`src/rtl/cacheline_burst_adaptor.sv`:
```
// Splits a cache-line fill or writeback into a burst of word beats on the
// physical-memory port, gathering read beats into a line buffer.
module cacheline_burst_adaptor #(
  parameter int unsigned LINE_W = 256,
  parameter int unsigned WORD_W = 32,
  parameter int unsigned ADDR_W = 32
) (
  input  logic              clk,
  input  logic              rst,
  input  logic              ca_read,
  input  logic              ca_write,
  input  logic [ADDR_W-1:0] ca_addr,
  input  logic [LINE_W-1:0] ca_wdata,
  output logic [LINE_W-1:0] ca_rdata,
  output logic              ca_resp,
  output logic              pm_read,
  output logic              pm_write,
  output logic [ADDR_W-1:0] pm_addr,
  output logic [WORD_W-1:0] pm_wdata,
  input  logic [WORD_W-1:0] pm_rdata,
  input  logic              pm_resp
);

  localparam int unsigned BEATS  = LINE_W / WORD_W;
  localparam int unsigned CNT_W  = (BEATS > 1) ? $clog2(BEATS) : 1;
  localparam int unsigned OFF_W  = $clog2(LINE_W / 8);
  localparam int unsigned WORD_B = WORD_W / 8;
  localparam logic [ADDR_W-1:0] OFF_MASK = ADDR_W'((64'd1 << OFF_W) - 64'd1);

  if ((LINE_W % WORD_W) != 0 || BEATS < 2 || (BEATS & (BEATS - 1)) != 0) begin : g_param_check
    $error("cacheline_burst_adaptor: LINE_W/WORD_W must be a power of two >= 2");
  end

  typedef enum logic [1:0] {IDLE, WRITE, READ, DONE} state_t;

  state_t            state;
  state_t            state_nx;
  logic [CNT_W-1:0]  cnt;
  logic [ADDR_W-1:0] base;
  logic [ADDR_W-1:0] line_base;
  logic [ADDR_W-1:0] beat_addr;
  logic [WORD_W-1:0] wbuf [BEATS];
  logic [WORD_W-1:0] rbuf [BEATS];

  assign line_base = ca_addr & ~OFF_MASK;
  assign beat_addr = base + ADDR_W'(cnt) * ADDR_W'(WORD_B);

  for (genvar g = 0; g < BEATS; g++) begin : g_rdata
    assign ca_rdata[g*WORD_W +: WORD_W] = rbuf[g];
  end

  // State register
  always_ff @(posedge clk) begin
    if (rst) state <= IDLE;
    else     state <= state_nx;
  end

  // Next-state logic; write wins when both requests are raised together
  always_comb begin
    state_nx = state;
    case (state)
      IDLE: begin
        if (ca_write)     state_nx = WRITE;
        else if (ca_read) state_nx = READ;
      end
      WRITE, READ: begin
        if (pm_resp && (&cnt)) state_nx = DONE;
      end
      DONE:    state_nx = IDLE;
      default: state_nx = IDLE;
    endcase
  end

  // Moore outputs decoded from the registered state and beat counter
  always_comb begin
    ca_resp  = 1'b0;
    pm_read  = 1'b0;
    pm_write = 1'b0;
    pm_addr  = '0;
    pm_wdata = '0;
    case (state)
      WRITE: begin
        pm_write = 1'b1;
        pm_addr  = beat_addr;
        pm_wdata = wbuf[cnt];
      end
      READ: begin
        pm_read = 1'b1;
        pm_addr = beat_addr;
      end
      DONE:    ca_resp = 1'b1;
      default: ;
    endcase
  end

  // Request latching, beat counting and read-beat capture
  always_ff @(posedge clk) begin
    if (rst) begin
      cnt  <= '0;
      base <= '0;
      for (int unsigned i = 0; i < BEATS; i++) begin
        wbuf[i] <= '0;
        rbuf[i] <= '0;
      end
    end else begin
      case (state)
        IDLE: begin
          if (ca_write) begin
            base <= line_base;
            cnt  <= '0;
            for (int unsigned i = 0; i < BEATS; i++) begin
              wbuf[i] <= ca_wdata[i*WORD_W +: WORD_W];
            end
          end else if (ca_read) begin
            base <= line_base;
            cnt  <= '0;
          end
        end
        WRITE: begin
          if (pm_resp) cnt <= cnt + CNT_W'(1);
        end
        READ: begin
          if (pm_resp) begin
            rbuf[cnt] <= pm_rdata;
            cnt       <= cnt + CNT_W'(1);
          end
        end
        default: ;
      endcase
    end
  end

endmodule

```
`config.mk`:
```
export PLATFORM = sky130hd
export DESIGN_NAME = cacheline_burst_adaptor
export DESIGN_NICKNAME = d
export VERILOG_FILES = /design/src/rtl/cacheline_burst_adaptor.sv
export SDC_FILE = /design/constraint.sdc
export NUM_CORES = 1
export LEC_CHECK = 0
export CAP_MARGIN = 20
export CORE_AREA = 8 8 248 250
export DETAILED_ROUTE_END_ITERATION = 6
export DIE_AREA = 0 0 256 258
export GPL_TIMING_DRIVEN = 0
export PLACE_DENSITY = 0.74
export SLEW_MARGIN = 20
export SYNTH_ARGS = -nofsm -noshare
export SYNTH_HDL_FRONTEND = slang
export SYNTH_SLANG_ARGS = --single-unit
```
`constraint.sdc`:
```
create_clock -name clk -period 9.8 [get_ports clk]
set_input_delay 1.96 -clock clk [delete_from_list [all_inputs] [get_ports clk]]
set_output_delay 1.96 -clock clk [all_outputs]
set_load 0.01 [all_outputs]
```
* After elaboration in Yosys (flattened, before gate mapping)
Memory sizes are Yosys's and may differ from the RTL's. A register that Yosys moved wholly into a read port is not among the register bits.
Cells that the tools add are included.
** Word-level totals
- Register bits :: 37
- Memory bits (writable) :: 512
- Input port bits :: 325
- Output and inout bits :: 323
- Memories kept :: 2
** Cells by class
- Add/subtract/negate cells :: 2
- Equal/unequal tests :: 6
- Multiplexer cells :: 38
- Bitwise gates (word level) :: 8
- Reduce and logical (&&, ||, !) cells :: 10
** Memory list
- rbuf :: words 8, width 32, rd ports 8, clocked after Yosys merged registers in 0, write ports 8, RTL line 43 : logic [WORD_W-1:0] rbuf [BEATS];
- wbuf :: words 8, width 32, rd ports 1, clocked after Yosys merged registers in 1, write ports 8, RTL line 42 : logic [WORD_W-1:0] wbuf [BEATS];
** Operator list (number)
- 32-bit 2-to-1 mux :: 13
- 32-bit by 5-bit adder with 32-bit output :: 1
- 32-bit OR reduction :: 1
- 3-bit 2-to-1 mux :: 6
- 1-bit 2-to-1 mux :: 14
- 1-bit bitwise OR :: 8
- 2-bit 2-to-1 mux :: 3
- 2-bit one-hot mux with 3 select lines :: 1
- 3-bit one-hot mux with 2 select lines :: 1
- 3-bit AND reduction :: 2
- 2-bit equality test (second input constant) :: 2
- 2-bit by 1-bit != test with 1-bit output (second input constant) :: 2
- 2-bit AND reduction :: 2
- 2-bit nonzero test :: 2
- 3-bit by 1-bit adder with 3-bit output (second input constant) :: 1
- 3-bit != test (second input constant) :: 1
- 2-bit by 1-bit equality test with 1-bit output (second input constant) :: 1
- 2-bit logical NOT :: 1
- 2-bit OR reduction :: 1
- 1-bit logical AND :: 1

* Depth between registers and ports, before layout
- Word-level depth :: 6
- Gate-level depth with buffers :: 7
- Depth with buffers taken out :: 5

* Least setup slack after synthesis
OpenSTA, ideal clock, no wires.
- Kind :: input to register
- Start point :: in rst
- End point :: mem wbuf[0][0], enable pin
- Data arrival time :: 8.533 ns
- Data required time :: 9.137 ns
- Path slack :: 0.603 ns
- Cell stages on the path :: 3
- Cell sequence :: buf_2 > clkbuf_1 > nand2b_1
** RTL lines
- start: declaration :: RTL line 9 : input logic rst,
- end: declaration :: RTL line 42

* Worst setup path in the final report
- Start point :: reg state[1]
- End point :: out pm_wdata[19]
** Between the ends
- Longest elaborated chain between the ends :: 2
** RTL lines
- start: declaration :: RTL line 36 : state_t state;
- start signal: assignment :: RTL line 55 : else state <= state_nx;
- 2-bit by 1-bit equality test with 1-bit output :: RTL line 81 : case (state)
- 32-bit 2-to-1 mux :: RTL line 81
- end: declaration :: RTL line 19 : output logic [WORD_W-1:0] pm_wdata,
No other way between the ends.

==> report_table.html <==
<table>
<tr><th>Metric</th><th>Value</th></tr>
<tr><th colspan="2">Status</th></tr>
<tr><td>Result of the run</td><td>completed</td></tr>
<tr><th colspan="2">Logic synthesis</th></tr>
<tr><td>Post-synth ARST share</td><td>0%</td></tr>
<tr><td>Leading post-synthesis cells by cell area</td><td>sky130_fd_sc_hd__edfxtp_1 (68%), sky130_fd_sc_hd__and2_1 (13%), sky130_fd_sc_hd__mux4_2 (3.2%), sky130_fd_sc_hd__dfxtp_1 (3.1%), sky130_fd_sc_hd__nor2b_1 (1.8%)</td></tr>
<tr><td>Share of the yosys chip area belonging to registers</td><td>70.85%</td></tr>
<tr><td>Synthesized instance count</td><td>1,522</td></tr>
<tr><td>Mean cell area of the mapped netlist</td><td>14.91 um^2</td></tr>
<tr><td>Count of state elements after synthesis</td><td>547</td></tr>
<tr><td>Cell taking the most area after synthesis</td><td>sky130_fd_sc_hd__edfxtp_1</td></tr>
<tr><td>Post-synth cell types</td><td>37</td></tr>
<tr><td>Most common library cells after synthesis</td><td>sky130_fd_sc_hd__edfxtp_1 (512), sky130_fd_sc_hd__and2_1 (478), sky130_fd_sc_hd__nor2b_1 (64), sky130_fd_sc_hd__nand2_1 (57), sky130_fd_sc_hd__clkbuf_1 (47)</td></tr>
<tr><td>Share of Yosys cell area claimed by the top area cell type</td><td>67.77%</td></tr>
<tr><td>Post-synthesis instance area</td><td>0.02269 mm^2</td></tr>
<tr><td>Yosys synthesis warning count</td><td>0</td></tr>
<tr><td>Most used flip-flop cell after synthesis</td><td>sky130_fd_sc_hd__edfxtp_1</td></tr>
<tr><td>Number of enable-type register cells in the synthesized netlist</td><td>512</td></tr>
<tr><td>Most numerous cell in the Yosys netlist</td><td>sky130_fd_sc_hd__edfxtp_1</td></tr>
<tr><th colspan="2">STA</th></tr>
<tr><td>Pins Over Slew Limit</td><td>0</td></tr>
<tr><td>Shortest clock period the worst path allows after layout</td><td>5194 ps</td></tr>
<tr><td>RSZ-0062 raised after global routing</td><td>no</td></tr>
<tr><td>Pin slew with the least headroom to its limit</td><td>948.0 ps</td></tr>
<tr><td>Final critical-path share of the clock period</td><td>53.00%</td></tr>
<tr><td>Total of endpoints with negative setup slack in the final report</td><td>0</td></tr>
<tr><td>Worst slew margin relative to its limit</td><td>36.80%</td></tr>
<tr><td>Final hold viol count</td><td>0</td></tr>
<tr><td>Setup total negative slack</td><td>0 ps</td></tr>
<tr><td>Maximum operating frequency</td><td>192.5 MHz</td></tr>
<tr><td>Worst setup skew after layout</td><td>19.82 ps</td></tr>
<tr><th colspan="2">Global route</th></tr>
<tr><td>Overall fraction of global-route tracks in use</td><td>21.20%</td></tr>
<tr><td>Wire length of the first global-routing pass</td><td>104.9 mm</td></tr>
<tr><td>Global route total overflow</td><td>0</td></tr>
<tr><td>Vias in the first global route</td><td>15,966</td></tr>
<tr><td>Antenna violations before repair</td><td>17</td></tr>
<tr><td>Maximum number of pins on one net before global-route repair</td><td>63</td></tr>
<tr><th colspan="2">Cells and area</th></tr>
<tr><td># nets final</td><td>2,556</td></tr>
<tr><td>Fill cell count</td><td>4,497</td></tr>
<tr><td>Post-synthesis to final-layout area growth</td><td>40.95%</td></tr>
<tr><td>Core utilization of the finished layout</td><td>55.75%</td></tr>
<tr><td>Fraction of layout instances using a drive strength above 1</td><td>9.320%</td></tr>
<tr><td>Final cell area excluding filler cells</td><td>0.03198 mm^2</td></tr>
<tr><td>Post-route insts no fill</td><td>3,039</td></tr>
<tr><th colspan="2">Clock network</th></tr>
<tr><td>Clock tree buffer depth</td><td>3</td></tr>
<tr><td>Clock Sink Count</td><td>547</td></tr>
<tr><td>Reg clk slew, reported paths</td><td>60 ps</td></tr>
<tr><td>Count of H-tree levels built during CTS</td><td>2</td></tr>
<tr><td>Number of buffers added for setup after CTS</td><td>0</td></tr>
<tr><td>CTS Root Buffer Type</td><td>sky130_fd_sc_hd__clkbuf_16</td></tr>
<tr><td>Inserted Clock Buffers</td><td>54</td></tr>
<tr><td>Clock latency at the later pin of the worst-skew pair</td><td>610 ps</td></tr>
<tr><td>CTS tree</td><td>done</td></tr>
<tr><td>Count of hold-fix buffers inserted at cts</td><td>0</td></tr>
<tr><td>CTS-repair resized insts</td><td>0</td></tr>
<tr><th colspan="2">Critical path</th></tr>
<tr><td>Kind of cell adding the most delay to the critical path</td><td>buffers and inverters</td></tr>
<tr><td>Start-to-end type of the worst setup path</td><td>register to output port</td></tr>
<tr><td>Slowest stage delay, CP</td><td>630 ps</td></tr>
<tr><td>Critical Path RT</td><td>7840 ps</td></tr>
<tr><td>Peak fanout along the critical path</td><td>10</td></tr>
<tr><td>Startpoint type of the worst setup path</td><td>register</td></tr>
<tr><td>Endpoint type of the worst setup path</td><td>output port</td></tr>
<tr><td>Worst Path Buf+Inv</td><td>3</td></tr>
<tr><td>Arrival time at the worst endpoint</td><td>3230 ps</td></tr>
<tr><td>Library cell contributing the largest single delay on the critical path</td><td>sky130_fd_sc_hd__clkdlybuf4s50_1</td></tr>
<tr><td>Cells along the critical path</td><td>inv_1 &gt; ha_1 &gt; clkbuf_1 &gt; o21ai_0 &gt; a221oi_1 &gt; clkdlybuf4s50_1</td></tr>
<tr><th colspan="2">Placed design</th></tr>
<tr><td>Port Buffer Count</td><td>640</td></tr>
<tr><td>Number of cells after detailed placement</td><td>2,932</td></tr>
<tr><td>Cell Area, Placed</td><td>0.03017 mm^2</td></tr>
<tr><td>Weighted congestion reported at the end of routability-driven placement</td><td>0.8722</td></tr>
<tr><td>HPWL after detailed placement</td><td>57.09 mm</td></tr>
<tr><th colspan="2">Power and ir drop</th></tr>
<tr><td>P_sw</td><td>1.586 mW</td></tr>
<tr><td>Clock power share</td><td>33.3%</td></tr>
<tr><td>Share of total power consumed by net switching</td><td>25.45%</td></tr>
<tr><td>Power Internal</td><td>4.646 mW</td></tr>
<tr><td>Logic pwr share</td><td>18.0%</td></tr>
<tr><td>Sequential Power Share</td><td>48.8%</td></tr>
<tr><td>Highest ir drop seen on vdd</td><td>0.1524 mV</td></tr>
<tr><td>Power Dens Cells</td><td>194.9 mW/mm^2</td></tr>
<tr><td>Leakage dissipation</td><td>11.70 nW</td></tr>
<tr><th colspan="2">Floorplan</th></tr>
<tr><td>Number of core rows</td><td>88</td></tr>
<tr><td>Area of the die</td><td>0.06605 mm^2</td></tr>
<tr><td>Core area</td><td>0.05737 mm^2</td></tr>
<tr><td>Die Span X</td><td>256 um</td></tr>
<tr><td>Boundary pin count</td><td>648</td></tr>
<tr><td>Starting utilization of the core area</td><td>39.55%</td></tr>
<tr><td>Vertical extent of the die</td><td>258 um</td></tr>
<tr><th colspan="2">Detailed routing</th></tr>
<tr><td>Number of vias in the routed layout</td><td>14,880</td></tr>
<tr><td>Number of DRC violations after detailed-routing iteration 0</td><td>1,103</td></tr>
<tr><td>Via-to-Cell Ratio</td><td>4.896</td></tr>
<tr><td>Post-detailed-route wirelength per cell</td><td>23.99 um</td></tr>
<tr><td>Number of nets still failing antenna checks after routing</td><td>0</td></tr>
<tr><td>Total wire length after detailed routing</td><td>72.91 mm</td></tr>
<tr><td>Total iterations of the first detailed-routing run</td><td>5</td></tr>
<tr><td>Number of remaining DRC errors</td><td>0</td></tr>
<tr><th colspan="2">Worst hold path</th></tr>
<tr><td>Hold/Removal Path Class</td><td>register to register</td></tr>
<tr><th colspan="2">Flow run</th></tr>
<tr><td>Max cap viols</td><td>0</td></tr>
</table>
==> final cells by class <==
type	instances	area, um^2	area share (%)
Sequential cell	547	16080	50.27
Timing Repair Buffer	644	6516	20.38
Multi-Input combinational cell	846	6036	18.87
Clock buffer	64	1410	4.409
Tap cell	765	957.2	2.993
Buffer	96	460.4	1.440
Clock inverter	33	371.6	1.162
Inverter	34	127.6	0.3991
Antenna cell	10	25.02	0.07825
==> power groups by stage <==
stage          clock network [mW]  registers (mW)  logic [mW]
5_1_grt                      2.19            3.07        1.20
2_1_floorplan                   0            3.12       0.503
6_report                     2.07            3.04        1.12
3_5_place_dp                    0            3.09        1.13
4_1_cts                      2.10            3.04        1.14
3_3_place_gp                    0            3.14        1.09
==> layer usage <==
| layer | routed length (um) | part of all wire [%] | vias up | track usage (%) |
|---|---|---|---|---|
| met5 | 84 | 0.12 | - | 0 |
| met4 | 2460 | 3.4 | 14 | 8.343 |
| met2 | 37510 | 51 | 707 | 37.76 |
| met1 | 26490 | 36 | 7231 | 23.41 |
| met3 | 6365 | 8.7 | 123 | 6.797 |
| li1 | - | - | 6805 | - |
==> worst register-to-register path, stage by stage, from the launching register on <==
cell and delay, ps:
sky130_fd_sc_hd__dfxtp_1 340, sky130_fd_sc_hd__inv_1 160, sky130_fd_sc_hd__ha_1 260, sky130_fd_sc_hd__nand4bb_4 180
sky130_fd_sc_hd__nor2_1 760, sky130_fd_sc_hd__or2_2 850
==> stage by stage <==
step / power [mW] / setup slack, ps / hold WS (ps)
final: 6.232 / 4606 / 452.8
after global routing: 6.458 / 4397 / 476.8
after CTS: 6.277 / 4516 / 453.5
after detailed placement: 4.214 / 4575 / 444.8
after global placement: 4.228 / -2491 / 438.1
after floorplan: 3.627 / 603.3 / 431.7
==> state kept, by name, indices dropped and copies added, names as in the netlist, named ones only <==
register	flops
cnt	3
base	27
wbuf	256
rbuf	256
state	2
==> cells by family after synthesis <==
logic type	after synthesis	share of synthesized area (%)
flops	547	70.85
other cells	1	0.01653
buf+inv	130	2.592
fa+ha+maj	8	0.4412
compound gates	109	3.028
mux	97	6.221
simple gates	630	16.85
==> placed cells by master (no fill, tap or decap), types with 2 or more instances in the layout <==
cell type and instances:
sky130_fd_sc_hd__clkdlybuf4s50_1 640, sky130_fd_sc_hd__edfxtp_1 512, sky130_fd_sc_hd__and2_1 478, sky130_fd_sc_hd__nor2b_1 64, sky130_fd_sc_hd__nand2_1 57, sky130_fd_sc_hd__clkbuf_1 56, sky130_fd_sc_hd__clkbuf_16 55, sky130_fd_sc_hd__o21ai_0 36
sky130_fd_sc_hd__a21oi_1 35, sky130_fd_sc_hd__dfxtp_1 35, sky130_fd_sc_hd__inv_1 34, sky130_fd_sc_hd__mux2i_1 33, sky130_fd_sc_hd__mux4_2 32, sky130_fd_sc_hd__mux2_2 32, sky130_fd_sc_hd__a221oi_1 32, sky130_fd_sc_hd__buf_2 28
sky130_fd_sc_hd__diode_2 10, sky130_fd_sc_hd__buf_4 9, sky130_fd_sc_hd__clkinv_1 9, sky130_fd_sc_hd__nor2_1 8, sky130_fd_sc_hd__or2_2 8, sky130_fd_sc_hd__ha_1 8, sky130_fd_sc_hd__clkinv_2 8, sky130_fd_sc_hd__clkbuf_2 7
sky130_fd_sc_hd__bufinv_16 6, sky130_fd_sc_hd__nand2b_1 4, sky130_fd_sc_hd__clkinvlp_4 4, sky130_fd_sc_hd__buf_16 4, sky130_fd_sc_hd__buf_6 3, sky130_fd_sc_hd__nor3_2 2, sky130_fd_sc_hd__buf_1 2, sky130_fd_sc_hd__nand4_1 2
sky130_fd_sc_hd__conb_1 2, sky130_fd_sc_hd__clkinv_16 2, sky130_fd_sc_hd__clkinvlp_2 2, sky130_fd_sc_hd__inv_6 2
==> final timing paths <==
path	endpoint	from	slack, ps	depth (start not counted)
max	pm_wdata[19]	state[1]	4610	6
min	base[10]	base[10]	450	2
max reg2reg	rbuf[2][31]	state[0]	6850	5
min reg2reg	base[10]	base[10]	450	2
No activity file was read; power rests on OpenSTA's default activity.
